$ cat config.mk
export PLATFORM = sky130hd
export DESIGN_NAME = cpu_clock_controller_flat
export DESIGN_NICKNAME = d
export VERILOG_FILES = /design/src/rtl/cpu_clock_controller_if.sv /design/src/rtl/cpu_clock_controller.sv /design/src/flat_wrapper.sv
export SDC_FILE = /design/constraint.sdc
export NUM_CORES = 1
export LEC_CHECK = 0
export ABC_AREA = 0
export CAP_MARGIN = 0
export CORE_MARGIN = 5
export CORE_UTILIZATION = 40
export CTS_BUF_LIST = sky130_fd_sc_hd__clkbuf_16
export DETAILED_ROUTE_END_ITERATION = 8
export PLACE_DENSITY = 0.73
export REMOVE_ABC_BUFFERS = 1
export SETUP_SLACK_MARGIN = 0.3
export SYNTH_ARGS = -nofsm -noshare
export SYNTH_HDL_FRONTEND = slang
export SYNTH_SLANG_ARGS = --single-unit
$ cat constraint.sdc
create_clock -name clock -period 5.7 [get_ports clock]
set_input_delay 1.14 -clock clock [delete_from_list [all_inputs] [get_ports clock]]
set_output_delay 1.14 -clock clock [all_outputs]
set_load 0.01 [all_outputs]
$ cat src/rtl/cpu_clock_controller_if.sv
// Request/status bundle between the run-control logic (master) and the
// processor clock controller (slave).
interface cpu_clock_controller_if #(
    parameter int COUNT_WIDTH = 32
);
    logic                   run_request;
    logic                   halt_request;
    logic                   step_request;
    logic                   cpu_clock;
    logic                   cpu_clock_enable;
    logic                   running;
    logic [COUNT_WIDTH-1:0] cycle_count;

    // Debugger / run-control side: issues requests, observes the clock.
    modport master (
        output run_request,
        output halt_request,
        output step_request,
        input  cpu_clock,
        input  cpu_clock_enable,
        input  running,
        input  cycle_count
    );

    // Clock controller side.
    modport slave (
        input  run_request,
        input  halt_request,
        input  step_request,
        output cpu_clock,
        output cpu_clock_enable,
        output running,
        output cycle_count
    );
endinterface

$ cat src/rtl/cpu_clock_controller.sv
// Processor clock generator: divides the board clock by DIVIDE under
// run / halt / single-step control, emits a one-cycle enable at the start
// of each processor clock period and counts the periods issued.
// DIVIDE must be even and >= 2.
module cpu_clock_controller #(
    parameter int DIVIDE      = 10,
    parameter int COUNT_WIDTH = 32
) (
    input  logic                   clock,
    input  logic                   reset,
    cpu_clock_controller_if.slave  bus
);
    localparam int DIV_W = (DIVIDE > 2) ? $clog2(DIVIDE) : 1;
    localparam logic [DIV_W-1:0] LAST = DIV_W'(DIVIDE - 1);
    localparam logic [DIV_W-1:0] HALF = DIV_W'(DIVIDE / 2);

    localparam logic [1:0] ST_HALTED    = 2'd0;
    localparam logic [1:0] ST_RUNNING   = 2'd1;
    localparam logic [1:0] ST_STEP      = 2'd2;
    localparam logic [1:0] ST_STEP_HOLD = 2'd3;

    logic [1:0]             r_state;
    logic [DIV_W-1:0]       r_div;
    logic                   r_halt_pending;
    logic                   r_cpu_clock;
    logic                   r_enable;
    logic                   r_running;
    logic [COUNT_WIDTH-1:0] r_count;

    logic [1:0]             w_state_nxt;
    logic [DIV_W-1:0]       w_div_nxt;
    logic                   w_pend_nxt;
    logic                   w_last;
    logic                   w_active_nxt;

    assign w_last = (r_div == LAST);

    // Next-state / divider decision; a period in progress is always finished
    // before leaving an active state so cpu_clock never produces a runt pulse.
    always_comb begin
        w_state_nxt = r_state;
        w_div_nxt   = r_div;
        w_pend_nxt  = r_halt_pending;
        case (r_state)
            ST_HALTED: begin
                w_div_nxt  = '0;
                w_pend_nxt = 1'b0;
                if (bus.run_request) begin
                    w_state_nxt = ST_RUNNING;
                end else if (bus.step_request) begin
                    w_state_nxt = ST_STEP;
                end
            end
            ST_RUNNING: begin
                if (w_last) begin
                    w_div_nxt = '0;
                    if (bus.halt_request || r_halt_pending) begin
                        w_state_nxt = ST_HALTED;
                        w_pend_nxt  = 1'b0;
                    end
                end else begin
                    w_div_nxt  = r_div + DIV_W'(1);
                    w_pend_nxt = r_halt_pending | bus.halt_request;
                end
            end
            ST_STEP: begin
                if (w_last) begin
                    w_div_nxt   = '0;
                    w_state_nxt = bus.step_request ? ST_STEP_HOLD : ST_HALTED;
                end else begin
                    w_div_nxt = r_div + DIV_W'(1);
                end
            end
            ST_STEP_HOLD: begin
                // Wait for the step request to drop so each assertion yields one period.
                w_div_nxt = '0;
                if (!bus.step_request) begin
                    w_state_nxt = ST_HALTED;
                end
            end
            default: begin
                w_state_nxt = ST_HALTED;
                w_div_nxt   = '0;
                w_pend_nxt  = 1'b0;
            end
        endcase
    end

    assign w_active_nxt = (w_state_nxt == ST_RUNNING) || (w_state_nxt == ST_STEP);

    // State, divider and registered outputs; outputs are decoded from the next
    // state so they line up with the state they describe, with no extra delay.
    always_ff @(posedge clock) begin
        if (reset) begin
            r_state        <= ST_HALTED;
            r_div          <= '0;
            r_halt_pending <= 1'b0;
            r_cpu_clock    <= 1'b0;
            r_enable       <= 1'b0;
            r_running      <= 1'b0;
            r_count        <= '0;
        end else begin
            r_state        <= w_state_nxt;
            r_div          <= w_div_nxt;
            r_halt_pending <= w_pend_nxt;
            r_cpu_clock    <= w_active_nxt && (w_div_nxt < HALF);
            r_enable       <= w_active_nxt && (w_div_nxt == '0);
            r_running      <= (w_state_nxt == ST_RUNNING);
            r_count        <= r_count + {{(COUNT_WIDTH-1){1'b0}}, r_enable};
        end
    end

    assign bus.cpu_clock        = r_cpu_clock;
    assign bus.cpu_clock_enable = r_enable;
    assign bus.running          = r_running;
    assign bus.cycle_count      = r_count;
endmodule
$ cat src/flat_wrapper.sv
// flat-port wrapper written by rule: the top's interface ports become plain ports
module cpu_clock_controller_flat 
#(
    parameter int DIVIDE      = 10,
    parameter int COUNT_WIDTH = 32
)
  (clock, reset, bus_run_request, bus_halt_request, bus_step_request, bus_cpu_clock, bus_cpu_clock_enable, bus_running, bus_cycle_count);
  cpu_clock_controller_if #(.COUNT_WIDTH(COUNT_WIDTH)) bus_i ();
  input  logic clock;
  input  logic reset;
  input wire logic [$bits(bus_i.run_request)-1:0] bus_run_request;
  input wire logic [$bits(bus_i.halt_request)-1:0] bus_halt_request;
  input wire logic [$bits(bus_i.step_request)-1:0] bus_step_request;
  output wire logic [$bits(bus_i.cpu_clock)-1:0] bus_cpu_clock;
  output wire logic [$bits(bus_i.cpu_clock_enable)-1:0] bus_cpu_clock_enable;
  output wire logic [$bits(bus_i.running)-1:0] bus_running;
  output wire logic [$bits(bus_i.cycle_count)-1:0] bus_cycle_count;
  assign bus_i.run_request = bus_run_request;
  assign bus_i.halt_request = bus_halt_request;
  assign bus_i.step_request = bus_step_request;
  assign bus_cpu_clock = bus_i.cpu_clock;
  assign bus_cpu_clock_enable = bus_i.cpu_clock_enable;
  assign bus_running = bus_i.running;
  assign bus_cycle_count = bus_i.cycle_count;
  cpu_clock_controller #(.DIVIDE(DIVIDE), .COUNT_WIDTH(COUNT_WIDTH)) u_core (.clock(clock), .reset(reset), .bus(bus_i));
endmodule
Word-level counts from Yosys, hierarchy flattened
Cells that the tools add are included.

cells by class
  $add $sub $neg = 2
  multipliers = 0
  divide/modulo/power cells = 0
  order comparisons = 1
  eq/ne operators = 7
  shift operators = 0
  muxes and demuxes = 13
  bitwise logic cells = 1
  reduce and logical (&&, ||, !) cells = 10

operator list
  operator                                                                       count
  32-bit by 1-bit adder with 32-bit output                                       1
  2-bit 2-to-1 mux                                                               7
  2-bit case mux with 4 select lines                                             1
  4-bit case mux with 2 select lines                                             1
  2-bit equality test (second input constant)                                    3
  4-bit by 1-bit adder with 4-bit output (second input constant)                 1
  2-bit by 1-bit equality test with 1-bit output (second input constant)         2
  4-bit equality test (second input constant)                                    1
  4-bit logical NOT                                                              1
  4-bit by 3-bit less-than comparator with 1-bit output (second input constant)  1
  4-bit 2-to-1 mux                                                               1
  2-bit OR reduction                                                             2
  3-bit != test (second input constant)                                          1
  1-bit logical AND                                                              2
  2-bit logical NOT                                                              1
  1-bit logical OR                                                               2
  1-bit 2-to-1 mux                                                               2
  1-bit case mux with 2 select lines                                             1
  2-bit AND reduction                                                            1
  2-bit nonzero test                                                             1
  1-bit OR                                                                       1

word-level totals
  flip-flop bits (word level) = 42
  bits in latches = 0
  RAM bits = 0
  memory bits (read-only) = 0
  input bits = 5
  output and inout port bits = 35
  logic and storage cells = 41
  memories = 0

Longest topological paths before layout
Gate-level depths: netlist of run 1.

  depth after elaboration = 7
  mapped depth = 8
  mapped depth without buffers = 8

Worst setup path after synthesis of run 1
OpenSTA, ideal clock, no wires.

  path type = input to register
  start = input bus_step_request
  end = register u_core.r_cpu_clock, in the netlist u_core.bus.cpu_clock
  setup time = 0.092 ns
  arrival = 2.278 ns
  required time = 5.608 ns
  setup slack = 3.330 ns
  stages on the path = 6
  path buffers = 0
  path through = nand2_1 > or3_1 > o31a_1 > and2_1 > ha_1 > nor4_1

between the ends
  word-level cells in the longest chain between the ends = 6
  elaborated cells between the ends (all ways) = 10
  those cells by class = eq/ne: 2; mux: 6; reduce/logical: 2

ends and longest elaborated chain
  item                                                                                          line                                                    source
  from (decl)                                                                                   flat_wrapper.sv:13                                      input wire logic [$bits(bus_i.step_request)-1:0] bus_step_request;
  2-bit 2-to-1 mux (on tied branches)                                                           cpu_clock_controller.sv:69, cpu_clock_controller.sv:50
  2-bit 2-to-1 mux (on tied branches)                                                           cpu_clock_controller.sv:67, cpu_clock_controller.sv:48
  2-bit case mux with 4 select lines *                                                          cpu_clock_controller.sv:44                              case (r_state)
  2-bit by 1-bit equality test with 1-bit output / 2-bit equality test (equally long branches)  cpu_clock_controller.sv:89                              assign w_active_nxt = (w_state_nxt == ST_RUNNING) || (w_state_nxt == ST_STEP);
  1-bit logical OR *                                                                            cpu_clock_controller.sv:89
  1-bit logical AND *                                                                           cpu_clock_controller.sv:106                             r_cpu_clock <= w_active_nxt && (w_div_nxt < HALF);
  to (signal assigned)                                                                          cpu_clock_controller.sv:106
  to (decl)                                                                                     cpu_clock_controller.sv:25                              logic r_cpu_clock;

Every way passes the cells marked *; elsewhere a longest branch is shown, timed or not.
A chain may end at the register's enable or synchronous reset.

Final worst setup path of run 1
  start = input bus_step_request
  end = register u_core.r_enable, in the netlist u_core.bus.cpu_clock_enable

between the ends
  word-level cells in the longest chain between the ends = 6
  elaborated cells between the ends (all ways) = 10
  those cells by class = eq/ne: 2; mux: 6; reduce/logical: 2

ends and longest elaborated chain
  item                                                                                          line                                                    source
  2-bit 2-to-1 mux (on tied branches)                                                           cpu_clock_controller.sv:69, cpu_clock_controller.sv:50
  2-bit 2-to-1 mux (on tied branches)                                                           cpu_clock_controller.sv:67, cpu_clock_controller.sv:48
  2-bit case mux with 4 select lines *                                                          cpu_clock_controller.sv:44
  2-bit by 1-bit equality test with 1-bit output / 2-bit equality test (equally long branches)  cpu_clock_controller.sv:89
  1-bit logical OR *                                                                            cpu_clock_controller.sv:89
  1-bit logical AND *                                                                           cpu_clock_controller.sv:107                             r_enable <= w_active_nxt && (w_div_nxt == '0);
  to (signal assigned)                                                                          cpu_clock_controller.sv:107
  to (decl)                                                                                     cpu_clock_controller.sv:26                              logic r_enable;

Marks and branches as above.

==> impl_metrics.env, run 1 <==
export IMPL_status="finished, final reports clean"
export IMPL_placed_area_sq_um=2490
export IMPL_reg2reg_from="u_core.bus.cpu_clock_enable"
export IMPL_post_cts_resized=0
export IMPL_start_kind="input port"
export IMPL_required_ps=5890
export IMPL_wl_um=4690
export IMPL_die_area_sq_um=6650
export IMPL_yosysWarnings=0
export IMPL_fin_skew_ps=5.75
export IMPL_ioPinCount=40
export IMPL_final_setup_tns_ps=0
export IMPL_rows=26
export IMPL_end_kind="flop"
export IMPL_hpwl_um=3220
export IMPL_seqCellArea_sq_um=841
export IMPL_r2r_end="u_core.bus.cycle_count[26]"
export IMPL_cts_hold_buf=0
export IMPL_p_per_area_nw_per_um2=234
export IMPL_crit_path_cell_trace="clkdlybuf4s50_1 > nand2_1 > or3_1 > o31a_1 > and2_1 > ha_1 > nor4_1"
export IMPL_busiest_layer="met2"
export IMPL_start_util_pct=40.6
export IMPL_maxSlewViolCount=0
export IMPL_hold_violations=0
export IMPL_postSynthAreaPerCell_sq_um=8.87
export IMPL_cp_max_fo=4
export IMPL_vdd_ir_drop_max_v=0.000153
export IMPL_cts_tree="yes"
export IMPL_wire_per_inst_um=13.8
export IMPL_async_reset_ff_share_pct=0
export IMPL_first_pass_iters=4
export IMPL_die_h_um=81.6
export IMPL_grt_max_degree=43
export IMPL_die_x_um=81.6
export IMPL_fin_area_sq_um=2630
export IMPL_grt_setup_unrepaired="no"
export IMPL_finalCriticalPeriod_ps=2760
export IMPL_postSynthCellCount=231
export IMPL_gr_usage_met2_pct=24.3
export IMPL_ys_types=39
export IMPL_drtIter0Drc=140
export IMPL_maxSlewHeadroom_pct=54.8
export IMPL_htreeDepth=2
export IMPL_p_leak_nw=0.842
export IMPL_startpoint="bus_step_request"
export IMPL_antenna_found_initial=0
export IMPL_ys_seq_area_share_pct=41.1
export IMPL_crit_arrival_ps=2950
export IMPL_rrSetupSlack_ps=3370
export IMPL_crit_path_end="u_core.bus.cpu_clock_enable"
export IMPL_ant_nets=0
export IMPL_cpPeakStageDelay_ps=530
export IMPL_viasPerCell=5.41
export IMPL_clock_root_buffer="clkbuf_16"
export IMPL_multiInputGateArea_sq_um=1130
export IMPL_grt_first_pass_wirelength_um=7830
export IMPL_finalCritPeriodShare_pct=48.4
export IMPL_vias=1833
export IMPL_ys_flop_type="dfxtp_1"
export IMPL_port_buffers=39
export IMPL_synth_seq_cells=42
export IMPL_cts_sinks=42
export IMPL_grt_pass1_vias=1694
export IMPL_numCtsBuffers=5
export IMPL_critical_path_class="in -> reg"
export IMPL_path_clk_slew_ps=60
export IMPL_cts_max_path_buffers=2
export IMPL_track_usage_pct=15.1
export IMPL_finalSetupViolations=0
export IMPL_synth_edff_count=0
export IMPL_cap_violations=0
export IMPL_cpMaxStageDelayCell="clkdlybuf4s50_1"
export IMPL_grt_util_met1_pct=19.2
export IMPL_final_layout_size_suffix_gt1_share_pct=5.20
export IMPL_syn_area_sq_um=2050
export IMPL_final_nets=284
export IMPL_gr_total_overflow=0
export IMPL_met3_usage_pct=4.71
export IMPL_cts_setup_buffers=0
export IMPL_min_path_type="reg -> reg"
export IMPL_clk_latency_ps=280
export IMPL_tightest_slew_ps=672
export IMPL_final_util_pct=52.1
export IMPL_reg2reg_depth=6
export IMPL_fill_cells=471
export IMPL_antenna_cells=0
export IMPL_core_area_sq_um=5040
export IMPL_gp_congestion=0.736
export IMPL_post_route_drc_count=0
export IMPL_max_freq_mhz=362
export IMPL_area_growth_pct=28.2
-- cell families after synthesis --
| kind of cell | count (synthesis) | synth area share [%] |
|---|---|---|
| buffers and inverters | 19 | 3.91 |
| XOR/XNOR | 14 | 5.99 |
| AND/OR/NAND/NOR | 97 | 27.9 |
| AO/OA/AOI/OAI | 49 | 15.1 |
| flip-flops | 42 | 41.1 |
| adder cells (fa/ha/maj) | 10 | 6.11 |
-- per-stage QoR --
step                      instances  worst slack, ps  power [W]  hold slack [ps]
after floorplan                 222             3330   0.000332              454
after global placement          332             2760   0.000352              469
after detailed placement        332             2670   0.000354              477
after CTS                       339             2960   0.000620              488
after global routing            339             2850   0.000644              516
final                           339             2940   0.000615              482
-- final cells by class --
cell class / instances / area share [%]
well taps: 70 / 3.33
clock buffers: 5 / 4.76
repair buffers: 40 / 15.2
flip-flops and latches: 42 / 32.0
clock inverters: 2 / 0.381
multi-input cells: 170 / 42.9
inverters: 10 / 1.43
-- worst min-delay path by stage --
stage                               startpoint                          to  slack (ps)  cells past startpoint
global route        u_core.bus.cycle_count[30]  u_core.bus.cycle_count[30]         520                      2
detailed placement  u_core.bus.cycle_count[31]  u_core.bus.cycle_count[31]         480                      2
floorplan                u_core.r_halt_pending       u_core.r_halt_pending         450                      2
CTS                 u_core.bus.cycle_count[31]  u_core.bus.cycle_count[31]         490                      2
global placement    u_core.bus.cycle_count[31]  u_core.bus.cycle_count[31]         470                      2
finish              u_core.bus.cycle_count[31]  u_core.bus.cycle_count[31]         480                      2
-- Yosys cell counts (all sizes together) (6+ instances only) --
| library cell | instances | area share [%] |
|---|---|---|
| dfxtp | 42 | 41 |
| a21oi | 18 | 4.4 |
| nor2 | 18 | 3.3 |
| nand2 | 14 | 2.6 |
| nand3 | 11 | 2.9 |
| or4 | 11 | 4.4 |
| ha | 10 | 6.1 |
| inv | 10 | 1.8 |
| xnor2 | 10 | 4.3 |
| o21ai | 9 | 2.2 |
| o31ai | 9 | 3.3 |
| or3 | 8 | 2.4 |
| clkbuf | 7 | 1.3 |
| nand4 | 7 | 2.7 |
| nor4 | 7 | 2.1 |
| nor3 | 6 | 1.5 |
-- where the power goes --
group	leakage (nW)	switching, W	internal [W]
registers	0.340	0.00000459	0.000300
clock network	0.0694	0.000109	0.000158
logic	0.433	0.0000226	0.0000205
total	0.842	0.000136	0.000478
-- state kept, by name, summed over array words and instances, names as in the netlist --
signal                       cells
u_core.bus.cycle_count          32
u_core.r_div                     4
u_core.r_state                   2
u_core.bus.cpu_clock             1
u_core.bus.cpu_clock_enable      1
u_core.bus.running               1
u_core.r_halt_pending            1
-- layer usage --
metal	share of wire [%]	vias up
met5	0	-
met4	1.1	0
met3	4.6	6
met2	47	41
met1	48	853
li1	-	933
-- cell usage in the layout (no fill, tap or decap), drive strengths merged, types with 5 or more instances in the layout --
master	Yosys	layout
o21ai	9	9
nor3	6	6
nand2	14	14
nand3	11	11
nor2	18	18
or4	11	11
inv	10	10
dfxtp	42	42
clkdlybuf4s50	0	39
a21oi	18	18
nand4	7	7
o31ai	9	9
nor4	7	7
ha	10	10
clkbuf	7	5
or3	8	8
xnor2	10	10
-- critical path: cells and delay by family --
kind	cells	cell delay, ps
AND/OR/NAND/NOR	4	830
buffers and inverters	1	530
adder cells (fa/ha/maj)	1	320
AO/OA/AOI/OAI	1	140
Note: power is estimated with default switching activity, not from simulation.
==> run 2, diff against run 1 <==
--- a/config.mk
+++ b/config.mk
@@ -11,7 +11,7 @@
 export CORE_UTILIZATION = 40
 export CTS_BUF_LIST = sky130_fd_sc_hd__clkbuf_16
 export DETAILED_ROUTE_END_ITERATION = 8
-export PLACE_DENSITY = 0.73
+export PLACE_DENSITY = 0.76
 export REMOVE_ABC_BUFFERS = 1
 export SETUP_SLACK_MARGIN = 0.3
 export SYNTH_ARGS = -nofsm -noshare
==> constraint.sdc (replaced) <==
create_clock -name clock -period 2.3 [get_ports clock]
set_input_delay 0.46 -clock clock [delete_from_list [all_inputs] [get_ports clock]]
set_output_delay 0.46 -clock clock [all_outputs]
set_load 0.01 [all_outputs]
==> impl_metrics.env, run 2 (synthesized netlist as in run 1, its figures left out) <==
export IMPL_ant_nets=0
export IMPL_grt_setup_unrepaired="yes"
export IMPL_status="finished, final reports clean"
export IMPL_vdd_ir_drop_max_v=0.000568
export IMPL_path_common_cell="ha_4"
export IMPL_reg2reg_from="u_core.bus.cycle_count[0]"
export IMPL_post_route_drc_count=0
export IMPL_dp_cells=339
export IMPL_clock_root_buffer="clkbuf_16"
export IMPL_required_ps=2510
export IMPL_crit_path_cell_trace="ha_4 > ha_4 > nand4_1 > buf_4 > or4_4 > or3_1 > a21oi_1"
export IMPL_p_int_w=0.00120
export IMPL_start_kind="flop"
export IMPL_gr_total_overflow=0
export IMPL_cts_sinks=42
export IMPL_die_x_um=81.6
export IMPL_path_clk_slew_ps=60
export IMPL_clkPwrFrac_pct=43.0
export IMPL_fin_cells=351
export IMPL_cpMaxStageDelayCell="or4_4"
export IMPL_cap_violations=0
export IMPL_finalCritPeriodShare_pct=84.7
export IMPL_final_nets=295
export IMPL_gp_congestion=0.749
export IMPL_first_pass_iters=4
export IMPL_p_leak_nw=0.919
export IMPL_track_usage_pct=14.9
export IMPL_switching_share_pct=22.4
export IMPL_fin_skew_ps=4.27
export IMPL_die_area_sq_um=6650
export IMPL_wire_per_inst_um=14.0
export IMPL_viasPerCell=5.42
export IMPL_cts_hold_buf=0
export IMPL_placed_area_sq_um=2540
export IMPL_cts_max_path_buffers=2
export IMPL_fin_area_sq_um=2830
export IMPL_rows=26
export IMPL_maxSlewViolCount=0
export IMPL_final_cell_mix="clkdlybuf4s50_1, dfxtp_1, nor2_1, a21oi_1, nand2_1"
export IMPL_startpoint="u_core.bus.cycle_count[0]"
export IMPL_wl_um=4910
export IMPL_cts_tree="yes"
export IMPL_grt_max_degree=43
export IMPL_max_freq_mhz=513
export IMPL_combPwrFrac_pct=7.7
export IMPL_vias=1902
export IMPL_tightest_slew_ps=700
export IMPL_end_kind="flop"
export IMPL_final_layout_size_suffix_gt1_share_pct=16.4
export IMPL_seqPwrFrac_pct=49.3
export IMPL_largest_reg_flops=32
export IMPL_min_path_type="reg -> reg"
export IMPL_start_util_pct=40.6
export IMPL_maxSlewHeadroom_pct=52.9
export IMPL_cpPeakStageDelay_ps=430
export IMPL_crit_arrival_ps=2160
export IMPL_clk_latency_ps=280
export IMPL_finalSetupViolations=0
export IMPL_core_area_sq_um=5040
export IMPL_grt_pass1_vias=1725
export IMPL_critical_path_class="reg -> reg"
export IMPL_hpwl_um=3290
export IMPL_ioPinCount=40
export IMPL_antenna_cells=0
export IMPL_power_switching_w=0.000344
export IMPL_critPathBufInv=1
export IMPL_finalCriticalPeriod_ps=1950
export IMPL_grt_first_pass_wirelength_um=7910
export IMPL_cp_top_family="simple AND/OR/NAND/NOR gates"
export IMPL_port_buffers=39
export IMPL_hold_start="u_core.r_div[0]"
export IMPL_hold_violations=0
export IMPL_antenna_found_initial=0
export IMPL_area_growth_pct=38.1
export IMPL_cp_max_fo=4
export IMPL_p_per_area_nw_per_um2=544
export IMPL_die_h_um=81.6
export IMPL_drtIter0Drc=70
export IMPL_htreeDepth=2
export IMPL_layout_commonest_cell="clkdlybuf4s50_1"
export IMPL_numCtsBuffers=5
## run 2: cell count changes in the layout (fill, tap and decap cells not counted), sizes merged
cell	delta
buf	+11
inv	+1
## run 2: layout make-up
type	instances	area, sq um
fillers	445	2210
multi-input cells	170	1230
flip-flops and latches	42	850
repair buffers	51	480
clock buffers	5	125
well taps	70	87.6
inverters	10	37.5
clock inverters	3	12.5
## run 2: routing by layer
metal / global-route usage (%) / part of all wire (%) / vias up
met2: 23.8 / 49 / 36
met5: 0 / 0 / -
li1: - / - / 956
met3: 4.71 / 4.2 / 5
met1: 19.4 / 46 / 905
met4: 3.89 / 1.0 / 0
## run 2: worst reg2reg max path, delay by kind of cell (launching register included)
kind	cells	cell delay, ps
AO/OA/AOI/OAI	1	140
adder cells (fa/ha/maj)	2	270
buffers and inverters	1	190
flip-flops	1	350
AND/OR/NAND/NOR	3	930
## run 2: what timing repair did
item | CTS | global route
cloned | 0 | 0
resized for setup | 9 | 18
buffers inserted | 3 | 1
pin swaps | 4 | 6
endpoints found under the setup margin | 11 | 16
## run 2: worst paths after layout
kind / depth (start not counted) / end / slack (ps)
max: 7 / u_core.bus.cycle_count[18] / 350
min: 1 / u_core.r_div[0] / 460
max reg2reg: 7 / u_core.bus.cycle_count[18] / 350
min reg2reg: 1 / u_core.r_div[0] / 460
## run 2: stage by stage
| stage | hold slack [ps] | TNS, ps | setup slack (ps) | util (%) | total power, W |
|---|---|---|---|---|---|
| after floorplan | 454 | 0 | 184 | - | 0.000822 |
| after global placement | 471 | 0 | 41.7 | 50.4 | 0.000874 |
| after CTS | 488 | 0 | 274 | 54.2 | 0.00153 |
| after detailed placement | 481 | -35.3 | -21.6 | 50.4 | 0.000874 |
| after global routing | 479 | 0 | 280 | 56.1 | 0.00160 |
| final | 461 | 0 | 351 | 56.1 | 0.00154 |
## run 2: power groups by stage
stage	registers (W)	logic, W	clock network [W]
after floorplan	0.000773	0.0000484	0
after global placement	0.000770	0.000103	0
after detailed placement	0.000770	0.000104	0
after CTS	0.000755	0.000106	0.000672
after global routing	0.000760	0.000133	0.000707
final	0.000759	0.000119	0.000662
==> run 3, diff against run 2 <==
--- a/config.mk
+++ b/config.mk
@@ -11,7 +11,7 @@
 export CORE_UTILIZATION = 40
 export CTS_BUF_LIST = sky130_fd_sc_hd__clkbuf_16
 export DETAILED_ROUTE_END_ITERATION = 8
-export PLACE_DENSITY = 0.76
+export PLACE_DENSITY = 0.73
 export REMOVE_ABC_BUFFERS = 1
 export SETUP_SLACK_MARGIN = 0.3
 export SYNTH_ARGS = -nofsm -noshare
==> constraint.sdc (replaced) <==
create_clock -name clock -period 1.8 [get_ports clock]
set_input_delay 0.36 -clock clock [delete_from_list [all_inputs] [get_ports clock]]
set_output_delay 0.36 -clock clock [all_outputs]
set_load 0.01 [all_outputs]
==> impl_metrics.env, run 3 (synthesized netlist as in run 1, its figures left out) <==
export IMPL_status="finished with violations"
export IMPL_violations="setup timing"
export IMPL_vias=2311
export IMPL_hold_violations=0
export IMPL_clock_root_buffer="clkbuf_16"
export IMPL_vdd_ir_drop_max_v=0.000551
export IMPL_placed_area_sq_um=2860
export IMPL_min_path_type="reg -> reg"
export IMPL_tightest_slew_ps=349
export IMPL_final_cell_mix="buf_4, dlygate4sd2_1, dfxtp_1, nor2_1"
export IMPL_wire_per_inst_um=17.6
export IMPL_max_freq_mhz=509
export IMPL_critical_path_class="reg -> reg"
export IMPL_start_kind="flop"
export IMPL_finalCriticalPeriod_ps=1970
export IMPL_cts_tree="yes"
export IMPL_final_nets=358
export IMPL_area_growth_pct=77.3
export IMPL_rows=26
export IMPL_core_area_sq_um=5040
export IMPL_viasPerCell=5.58
export IMPL_antenna_found_initial=0
export IMPL_finalSetupViolations=18
export IMPL_final_util_pct=72.0
export IMPL_cap_violations=0
export IMPL_die_x_um=81.6
export IMPL_p_per_area_nw_per_um2=615
export IMPL_drtIter0Drc=188
export IMPL_layout_commonest_cell="buf_4"
export IMPL_cts_max_path_buffers=2
export IMPL_cts_sinks=42
export IMPL_die_h_um=81.6
export IMPL_htreeDepth=2
export IMPL_ioPinCount=40
export IMPL_first_pass_iters=4
export IMPL_end_kind="flop"
export IMPL_numCtsBuffers=5
export IMPL_antenna_cells=0
export IMPL_start_util_pct=40.6
export IMPL_fin_area_sq_um=3630
export IMPL_grt_first_pass_wirelength_um=10600
export IMPL_largest_reg_flops=32
export IMPL_grt_pass1_vias=2184
export IMPL_clk_latency_ps=290
export IMPL_ant_nets=0
export IMPL_p_leak_nw=1.62
export IMPL_grt_setup_unrepaired="yes"
export IMPL_fin_skew_ps=3.92
export IMPL_dp_slack_ps=-389
export IMPL_maxSlewHeadroom_pct=76.5
export IMPL_finalCritPeriodShare_pct=109
export IMPL_hpwl_um=3720
export IMPL_gr_total_overflow=0
export IMPL_wl_um=7270
export IMPL_cp_max_fo=4
export IMPL_maxSlewViolCount=0
export IMPL_setup_ws_ps=-165
export IMPL_gp_congestion=0.836
export IMPL_die_area_sq_um=6650
export IMPL_final_layout_size_suffix_gt1_share_pct=43.0
export IMPL_post_route_drc_count=0
export IMPL_crit_arrival_ps=2190
export IMPL_track_usage_pct=20.8
export IMPL_grt_max_degree=43
export IMPL_path_clk_slew_ps=60
export IMPL_port_buffers=39
export IMPL_required_ps=2030
run 3: final cells by class:
| type | count | area [sq um] |
|---|---|---|
| clock buffers | 5 | 125 |
| multi-input cells | 171 | 1470 |
| repair buffers | 113 | 1010 |
| fillers | 314 | 1410 |
| flip-flops and latches | 42 | 865 |
| inverters | 10 | 37.5 |
| clock inverters | 3 | 41.3 |
| well taps | 70 | 87.6 |
run 3: path summary, 6_finish.rpt:
kind                                                  start                    endpoint  slack [ps]  cells past startpoint
worst max-delay path            u_core.bus.cpu_clock_enable  u_core.bus.cycle_count[16]        -170                      7
worst min-delay path             u_core.bus.cycle_count[31]  u_core.bus.cycle_count[31]         480                      2
worst max register to register  u_core.bus.cpu_clock_enable  u_core.bus.cycle_count[16]        -170                      7
worst min register to register   u_core.bus.cycle_count[31]  u_core.bus.cycle_count[31]         480                      2
run 3: worst max-delay path, cell delays in order, from the launching register on:
cell     delay (ps)
dfxtp_2         360
ha_4            150
ha_4            120
nand4_1         160
buf_4           210
or4_4           440
or3_1           340
a21oi_2         130
run 3: through the flow:
stage	total power, W	hold WS [ps]	std cells	TNS [ps]
floorplan	0.00105	429	222	-1870
global placement	0.00115	476	380	-2300
detailed placement	0.00115	486	380	-3020
CTS	0.00220	484	406	-555
global route	0.00230	497	414	-2460
finish	0.00224	476	414	-1140
run 3: repair_timing:
item | in CTS | in global routing
buffers inserted | 16 | 8
hold buffers | 0 | 0
cloned | 2 | 0
pin swaps | 36 | 40
resized for setup | 92 | 44
endpoints found under the setup margin | 63 | 35
run 3: metal layers:
metal	track usage [%]	vias up	wire length, um
met5	0	-	0
met4	11.0	0	335
met3	5.26	30	409
met2	35.9	101	3630
met1	23.6	1098	2890
li1	-	1082	-
run 3: power by group:
part	internal, W	switching, W	total [W]	leakage [nW]
registers	0.000948	0.0000160	0.000964	0.348
logic	0.000121	0.000105	0.000226	1.19
clock network	0.000650	0.000395	0.00104	0.0812
total	0.00172	0.000516	0.00224	1.62
